===== config.mk =====
export PLATFORM = sky130hd
export DESIGN_NAME = flash_prog_seq
export DESIGN_NICKNAME = d
export VERILOG_FILES = /design/src/rtl/flash_prog_seq.sv
export SDC_FILE = /design/constraint.sdc
export NUM_CORES = 1
export LEC_CHECK = 0
export BUFFER_PORTS_ARGS = -buffer_cell sky130_fd_sc_hd__buf_2
export CAP_MARGIN = 5
export CORE_UTILIZATION = 49
export DETAILED_ROUTE_END_ITERATION = 10
export PLACE_DENSITY = 0.72
export SYNTH_ARGS = -nofsm -noshare
export SYNTH_HDL_FRONTEND = slang
export SYNTH_SLANG_ARGS = --single-unit

===== constraint.sdc =====
create_clock -name clk -period 5.4 [get_ports clk]
set_clock_uncertainty 0.1 [all_clocks]
set_input_delay 1.62 -clock clk [delete_from_list [all_inputs] [get_ports clk]]
set_output_delay 1.62 -clock clk [all_outputs]
set_load 0.02 [all_outputs]

===== src/rtl/flash_prog_seq.sv =====
// flash_prog_seq: command sequencer in front of a word-oriented flash driver.
// It runs read / erase / program / verify commands over a word range and
// issues one driver access at a time. Program and verify data come from an
// internal write FIFO that commands do not flush.
//
// Ports:
//   clk, rst                 clock; synchronous active-low reset
//   cmd_*_i / cmd_ready_o    command handshake (op, base word address, length)
//   wr_*                     write-data stream into the FIFO
//   rd_*                     read-back stream
//   drv_*                    driver access: address, data, one enable, done
//   busy_o, done_o           activity flag and one-cycle completion pulse
//   err_o, err_addr_o        error flag and the first offending address
//   mismatch_cnt_o           compare failures of the last verify command
module flash_prog_seq #(
  parameter int ADDR_W      = 22,
  parameter int DATA_W      = 16,
  parameter int FIFO_DEPTH  = 8,
  parameter int BLOCK_WORDS = 65536,
  parameter int TIMEOUT     = 1048576
) (
  input  logic              clk,
  input  logic              rst,
  input  logic              cmd_valid_i,
  output logic              cmd_ready_o,
  input  logic [1:0]        cmd_op_i,
  input  logic [ADDR_W-1:0] cmd_base_i,
  input  logic [ADDR_W:0]   cmd_len_i,
  input  logic [DATA_W-1:0] wr_data_i,
  input  logic              wr_valid_i,
  output logic              wr_ready_o,
  output logic [DATA_W-1:0] rd_data_o,
  output logic              rd_valid_o,
  input  logic              rd_ready_i,
  output logic [ADDR_W-1:0] drv_addr_o,
  output logic [DATA_W-1:0] drv_wdata_o,
  input  logic [DATA_W-1:0] drv_rdata_i,
  output logic              drv_rd_en_o,
  output logic              drv_er_en_o,
  output logic              drv_wr_en_o,
  input  logic              drv_done_i,
  output logic              busy_o,
  output logic              done_o,
  output logic              err_o,
  output logic [ADDR_W-1:0] err_addr_o,
  output logic [15:0]       mismatch_cnt_o
);
  localparam int PW  = $clog2(FIFO_DEPTH);
  localparam int TW  = $clog2(TIMEOUT + 1);
  localparam int BSH = $clog2(BLOCK_WORDS);
  localparam logic [1:0] OP_RD = 2'd0, OP_ER = 2'd1, OP_PG = 2'd2, OP_VF = 2'd3;

  typedef enum logic [2:0] {IDLE, CHECK, FETCH, ISSUE, WAIT, EMIT, FINISH} state_t;

  state_t            state_q, state_d;
  logic [1:0]        op_q, op_d;
  logic [ADDR_W-1:0] base_q, base_d, addr_q, addr_d, err_addr_q, err_addr_d;
  logic [ADDR_W:0]   cnt_q, cnt_d;
  logic [DATA_W-1:0] wdata_q, wdata_d, rdata_q, rdata_d;
  logic              err_q, err_d;
  logic [15:0]       mcnt_q, mcnt_d;
  logic [TW-1:0]     wcnt_q, wcnt_d;

  // write FIFO; extra pointer bit distinguishes full from empty
  logic [DATA_W-1:0] mem_q [FIFO_DEPTH];
  logic [PW:0]       wp_q, rp_q;
  logic              full, empty, push, pop;

  assign full  = (wp_q[PW] != rp_q[PW]) && (wp_q[PW-1:0] == rp_q[PW-1:0]);
  assign empty = (wp_q == rp_q);
  assign push  = wr_valid_i && !full;

  always_ff @(posedge clk) begin
    if (push) mem_q[wp_q[PW-1:0]] <= wr_data_i;
  end

  always_ff @(posedge clk) begin
    if (!rst) begin
      wp_q <= '0;
      rp_q <= '0;
    end else begin
      if (push) wp_q <= wp_q + 1'b1;
      if (pop)  rp_q <= rp_q + 1'b1;
    end
  end

  // range arithmetic for CHECK: cnt_q still holds the requested length there
  logic [ADDR_W+1:0] end_excl;
  logic [ADDR_W-1:0] last_a, blk_span;
  logic              ovf;
  assign end_excl = {2'b00, base_q} + {1'b0, cnt_q};
  assign ovf      = end_excl > {2'b01, {ADDR_W{1'b0}}};
  assign last_a   = end_excl[ADDR_W-1:0] - ADDR_W'(1);
  assign blk_span = (last_a >> BSH) - (base_q >> BSH);

  logic last_acc;
  assign last_acc = (cnt_q == (ADDR_W+1)'(1));

  always_comb begin
    state_d    = state_q;
    op_d       = op_q;
    base_d     = base_q;
    addr_d     = addr_q;
    cnt_d      = cnt_q;
    wdata_d    = wdata_q;
    rdata_d    = rdata_q;
    err_d      = err_q;
    err_addr_d = err_addr_q;
    mcnt_d     = mcnt_q;
    wcnt_d     = wcnt_q;
    pop        = 1'b0;
    unique case (state_q)
      IDLE: if (cmd_valid_i) begin
        op_d       = cmd_op_i;
        base_d     = cmd_base_i;
        addr_d     = cmd_base_i;
        cnt_d      = cmd_len_i;
        err_d      = 1'b0;
        err_addr_d = '0;
        mcnt_d     = '0;
        state_d    = CHECK;
      end
      CHECK: begin
        if (cnt_q == '0) state_d = FINISH;
        else if (ovf) begin
          err_d      = 1'b1;
          err_addr_d = base_q;
          state_d    = FINISH;
        end else if (op_q == OP_ER) begin
          // erase walks whole blocks: align down, count blocks touched
          addr_d  = base_q & ~(ADDR_W'(BLOCK_WORDS - 1));
          cnt_d   = {1'b0, blk_span} + (ADDR_W+1)'(1);
          state_d = ISSUE;
        end else if (op_q == OP_RD) state_d = ISSUE;
        else state_d = FETCH;
      end
      // also serves as the idle gap between erase/program/verify accesses
      FETCH: begin
        if (op_q == OP_ER) state_d = ISSUE;
        else if (!empty) begin
          pop     = 1'b1;
          wdata_d = mem_q[rp_q[PW-1:0]];
          state_d = ISSUE;
        end
      end
      ISSUE: begin
        wcnt_d  = '0;
        state_d = WAIT;
      end
      WAIT: begin
        if (drv_done_i) begin
          if (op_q == OP_RD) begin
            rdata_d = drv_rdata_i;
            state_d = EMIT;
          end else begin
            if (op_q == OP_VF && drv_rdata_i != wdata_q) begin
              if (mcnt_q != 16'hFFFF) mcnt_d = mcnt_q + 16'd1;
              if (!err_q) begin
                err_d      = 1'b1;
                err_addr_d = addr_q;
              end
            end
            addr_d  = (op_q == OP_ER) ? addr_q + ADDR_W'(BLOCK_WORDS) : addr_q + ADDR_W'(1);
            cnt_d   = cnt_q - (ADDR_W+1)'(1);
            state_d = last_acc ? FINISH : FETCH;
          end
        end else if (wcnt_q == TW'(TIMEOUT)) begin
          err_d      = 1'b1;
          err_addr_d = addr_q;
          state_d    = FINISH;
        end else wcnt_d = wcnt_q + TW'(1);
      end
      EMIT: if (rd_ready_i) begin
        addr_d  = addr_q + ADDR_W'(1);
        cnt_d   = cnt_q - (ADDR_W+1)'(1);
        state_d = last_acc ? FINISH : ISSUE;
      end
      FINISH: state_d = IDLE;
      default: state_d = IDLE;
    endcase
  end

  always_ff @(posedge clk) begin
    if (!rst) begin
      state_q    <= IDLE;
      op_q       <= OP_RD;
      base_q     <= '0;
      addr_q     <= '0;
      cnt_q      <= '0;
      wdata_q    <= '0;
      rdata_q    <= '0;
      err_q      <= 1'b0;
      err_addr_q <= '0;
      mcnt_q     <= '0;
      wcnt_q     <= '0;
    end else begin
      state_q    <= state_d;
      op_q       <= op_d;
      base_q     <= base_d;
      addr_q     <= addr_d;
      cnt_q      <= cnt_d;
      wdata_q    <= wdata_d;
      rdata_q    <= rdata_d;
      err_q      <= err_d;
      err_addr_q <= err_addr_d;
      mcnt_q     <= mcnt_d;
      wcnt_q     <= wcnt_d;
    end
  end

  logic acc;
  assign acc            = (state_q == ISSUE) || (state_q == WAIT);
  assign drv_rd_en_o    = acc && (op_q == OP_RD || op_q == OP_VF);
  assign drv_er_en_o    = acc && (op_q == OP_ER);
  assign drv_wr_en_o    = acc && (op_q == OP_PG);
  assign drv_addr_o     = addr_q;
  assign drv_wdata_o    = wdata_q;
  assign rd_data_o      = rdata_q;
  assign rd_valid_o     = (state_q == EMIT);
  assign cmd_ready_o    = (state_q == IDLE);
  assign busy_o         = (state_q != IDLE);
  assign done_o         = (state_q == FINISH);
  assign err_o          = err_q;
  assign err_addr_o     = err_addr_q;
  assign mismatch_cnt_o = mcnt_q;
  assign wr_ready_o     = !full;
endmodule


==> summary.txt <==
Clock network
  – CTS buffer count: 34
  – H-tree depth: 2
  – CTS Sinks: 300
  – CTS max path bufs: 3
  – Root buf cell: clkbuf_16
  – TritonCTS clock tree: built
  – Reg clk slew, reported paths: 60 ps
  – Worst skew pair latency: 530 ps

Synthesis
  – Async set-or-reset flop fraction in the synthesized netlist: 0%
  – Compound-gate portion of the synthesized area: 16.65%
  – Mean Syn Cell Area: 9.872 µm²
  – Simple-Gate Fraction of Synth Area: 16.13%
  – Distinct cells, synth: 84
  – Synthesized area: 15,530 µm²
  – Mapped Nets: 1,706
  – XOR/XNOR Fraction of Synth Area: 5.189%
  – Most common flop cell mapped by yosys: dfxtp_1
  – Post-synth EDFFs: 128
  – Yosys reg bits: 300
  – Sequential fraction of the synthesis area: 46.93%
  – Adder-Cell Fraction of Synth Area: 3.964%
  – Post-synthesis mux area share: 7.735%
  – Mapped Cells: 1,573
  – Largest family of logic cells by synthesized area: compound AO/OA/AOI/OAI gates
  – Synth Warn #: 0

STA
  – Final hold vios: 0
  – Pins Over Slew Limit: 0
  – Final Setup Violations: 0
  – Fin crit share: 99.71%
  – RSZ-0062 raised after global routing: true
  – Max-slew headroom: 30.84%
  – Fmax achieved: 185.7 MHz
  – Hold WS: 357.1 ps
  – Final setup margin: 15.48 ps
  – Worst-margin pin slew: 1034 ps
  – Minimum clock period: 5385 ps

Floorplanning
  – Rows: 64
  – Starting Density: 50.24%
  – Ports: 186
  – Die Y: 180.0 µm
  – Die ar.: 32,410 µm²
  – Core Area: 30,910 µm²
  – Die width: 180.0 µm

Route
  – DR WL/cell: 21.58 µm
  – Drt first pass iters: 7
  – DRT Wirelength: 47,970 µm
  – Vias per cell: 6.153
  – DRC: 0
  – Starting DRT DRC Count: 1,311
  – Vias: 13,678
  – Antenna Nets Post-Route: 0

Critical path
  – Max Fanout on Critical Path: 4
  – Setup crit start kind: register
  – CP max stage cell: dfxtp_1
  – CP Class: register to register
  – CP Launch Point: cnt_q[6]$_SDFFE_PN0P_
  – Worst R2R Path Depth: 24
  – Arrival time at the worst endpoint: 5740 ps
  – CP endpoint kind: register
  – Worst path bufs/invs: 2
  – Critical-path cell list: ha_1 -> and4_1 -> a2111oi_4 -> buf_4 -> o21ba_1 -> a311oi_1 -> nor3_1 -> and4b_2 -> and3_4 -> nor2_1 -> ha_2 -> fa_2 -> inv_2 -> a21oi_2 -> o21bai_1 -> xor2_1 -> nand2_1 -> nor4_2 -> nand2_1 -> ha_4 -> a22oi_2 -> o22ai_1 -> or3_1 -> a21oi_2
  – Reg2reg setup slack: 20 ps
  – Cell depth of the worst setup path: 24
  – CP required: 5760 ps
  – Reg-to-Reg Start: cnt_q[6]$_SDFFE_PN0P_
  – Crit-path leading delay family: simple AND/OR/NAND/NOR gates
  – Slowest stage delay, CP: 410 ps

Pwr
  – Net Sw Frac: 41.53%
  – Clock share of power: 22.5%
  – Pint: 5.987 mW
  – Comb power frac: 48.1%
  – Sequential share of power: 29.4%
  – Switching power: 4.252 mW
  – VDD IR-drop max: 0.0003977 V
  – Pleak: 7.357 nW
  – Pwr dens: 546.6 nW/µm²

Layout
  – FF+latch area: 7297 µm²
  – Area delta synth->final: 20.63%
  – Share of layout cells above drive strength 1: 24.10%
  – Final #Nets: 1,936
  – Footprint of the multi-input gates: 7999 µm²
  – Final core utilization: 60.60%
  – Non-Filler Instances: 2,223
  – Post-route cell area: 18,730 µm²
  – Fillers: 2,586

Hold path
  – Hold crit path type: register to register
  – WHS Path Cells: 2
  – Min-delay src: rd_data_o[13]$_SDFFE_PN0P_

Placement
  – I/O Buffers: 185
  – Post-DP HPWL: 33,380 µm
  – RePlAce Congestion: 0.9870
  – Place WS: -241.2 ps
  – Area post-placement: 17,350 µm²
  – Placed Instances: 2,159

Job
  – # Max-Cap Violations: 0

Global routing
  – Largest net degree at the start of global routing: 65
  – Vias in the first global route: 13,085
  – First-pass GRT wire length: 74,020 µm
  – Gr usage total: 29.17%
  – Remaining Overflow, GRT: 0
  – Antenna violations before repair: 1

Outcome
  – Status: complete, no violations
## logic make-up (layout without fill, tap and decap cells)
| family | after synthesis | count (layout) |
|---|---|---|
| adders and majority gates | 48 | 48 |
| DFF | 300 | 300 |
| and+or+nand+nor | 542 | 542 |
| buffers and inverters | 129 | 382 |
| other | 0 | 1 |
| xor gates and xnor gates | 92 | 92 |
| muxes | 79 | 79 |
| AOI/OAI and AO/OA | 383 | 383 |
## per-stage QoR
stage          setup TNS, ps  total power [mW]
2_1_floorplan              0             5.839
3_3_place_gp          -386.4             7.474
3_5_place_dp           -1193             7.499
4_1_cts                    0             9.870
5_1_grt               -681.6             10.73
6_report                   0             10.24
## placed cells by master, fill, tap and decap left out, drive strengths merged, types with 13 or more instances in the layout
cell type | Yosys | layout
inv | 40 | 41
and3 | 23 | 23
or3 | 14 | 14
nand3 | 36 | 36
o21ai | 64 | 64
edfxtp | 128 | 128
nand2 | 212 | 212
a21oi | 126 | 126
dfxtp | 172 | 172
nor2 | 132 | 132
a22oi | 15 | 15
mux2i | 42 | 42
xnor2 | 28 | 28
a211oi | 33 | 33
a22o | 17 | 17
ha | 46 | 46
and2 | 13 | 13
nor3 | 33 | 33
a31oi | 14 | 14
clkinv | 1 | 14
nand4 | 16 | 16
xor2 | 64 | 64
nor4 | 15 | 15
buf | 17 | 282
clkbuf | 71 | 41
mux4 | 32 | 32
## layer usage
layer | vias up | wire (µm) | GRT usage, %
li1 | 6279 | - | -
met1 | 6564 | 19900 | 39.43
met2 | 704 | 21740 | 45.96
met3 | 131 | 4580 | 5.881
met4 | 0 | 1746 | 11.86
met5 | - | 0 | 0
## state kept, by name, indices dropped and copies added (netlist names)
register	flops
drv_addr_o	22
wp_q	4
rd_data_o	16
err_addr_o	22
op_q	2
wcnt_q	21
mem_q	128
rp_q	4
state_q	3
base_q	22
cnt_q	23
drv_wdata_o	16
err_o	1
mismatch_cnt_o	16
## power by group through the flow
stage	combinational [mW]	sequential, mW	clock (mW)
floorplan	2.81	3.03	0
global placement	4.45	3.02	0
detailed placement	4.47	3.03	0
CTS	4.55	2.99	2.34
global route	5.27	3.03	2.43
finish	4.93	3.01	2.30
## worst reg2reg max path, cell delays in order (launching register included)
cell	delay [ps]
dfxtp_1	410
ha_1	300
and4_1	230
a2111oi_4	330
buf_4	160
o21ba_1	140
a311oi_1	120
nor3_1	230
and4b_2	310
and3_4	230
nor2_1	70
ha_2	200
fa_2	380
inv_2	70
a21oi_2	50
o21bai_1	200
xor2_1	220
nand2_1	120
nor4_2	320
nand2_1	130
ha_4	250
a22oi_2	150
o22ai_1	90
or3_1	390
a21oi_2	130
## cell usage after synthesis, drive strengths merged (8+ instances only)
cell | count | share of area (%)
a31oi | 14 | 0.66
nor2b | 8 | 0.32
a221oi | 8 | 0.45
xor2 | 64 | 3.6
dfxtp | 172 | 22
nand3 | 36 | 1.2
buf | 17 | 0.70
xnor2 | 28 | 1.6
inv | 40 | 0.97
a311oi | 11 | 0.62
or3 | 14 | 0.56
a211oi | 33 | 1.6
o21ai | 64 | 2.1
nor2 | 132 | 3.2
edfxtp | 128 | 25
a21o | 11 | 0.53
and3 | 23 | 0.93
nand2b | 12 | 0.48
ha | 46 | 3.7
mux2i | 42 | 2.7
a22o | 17 | 0.96
nand4 | 16 | 0.64
a21oi | 126 | 4.1
a22oi | 15 | 0.73
and2 | 13 | 0.52
nor3 | 33 | 1.1
nor4 | 15 | 0.60
clkbuf | 71 | 1.7
nand2 | 212 | 5.1
mux4 | 32 | 4.6
## path summary, 6_finish.rpt
check	endpoint
worst max-delay path	cnt_q[12]$_SDFFE_PN0P_
worst min-delay path	rd_data_o[13]$_SDFFE_PN0P_
worst max register to register	cnt_q[12]$_SDFFE_PN0P_
worst min register to register	rd_data_o[13]$_SDFFE_PN0P_
## repair_timing
item,CTS,global route
setup buffers,1,3
pin swaps,4,30
setup endpoints to repair,13,19
hold buffers,0,0
gates resized for setup,12,43
## layout make-up
cell class | count | share of cell area (%)
Antenna cell | 1 | 0.01336
Sequential cell | 300 | 38.96
Timing Repair Buffer | 282 | 8.917
Clock inverter | 18 | 1.149
Multi-Input combinational cell | 1144 | 42.70
Tap cell | 396 | 2.645
Inverter | 41 | 0.8283
Clock buffer | 41 | 4.789
No activity file was read; power rests on OpenSTA's default activity.
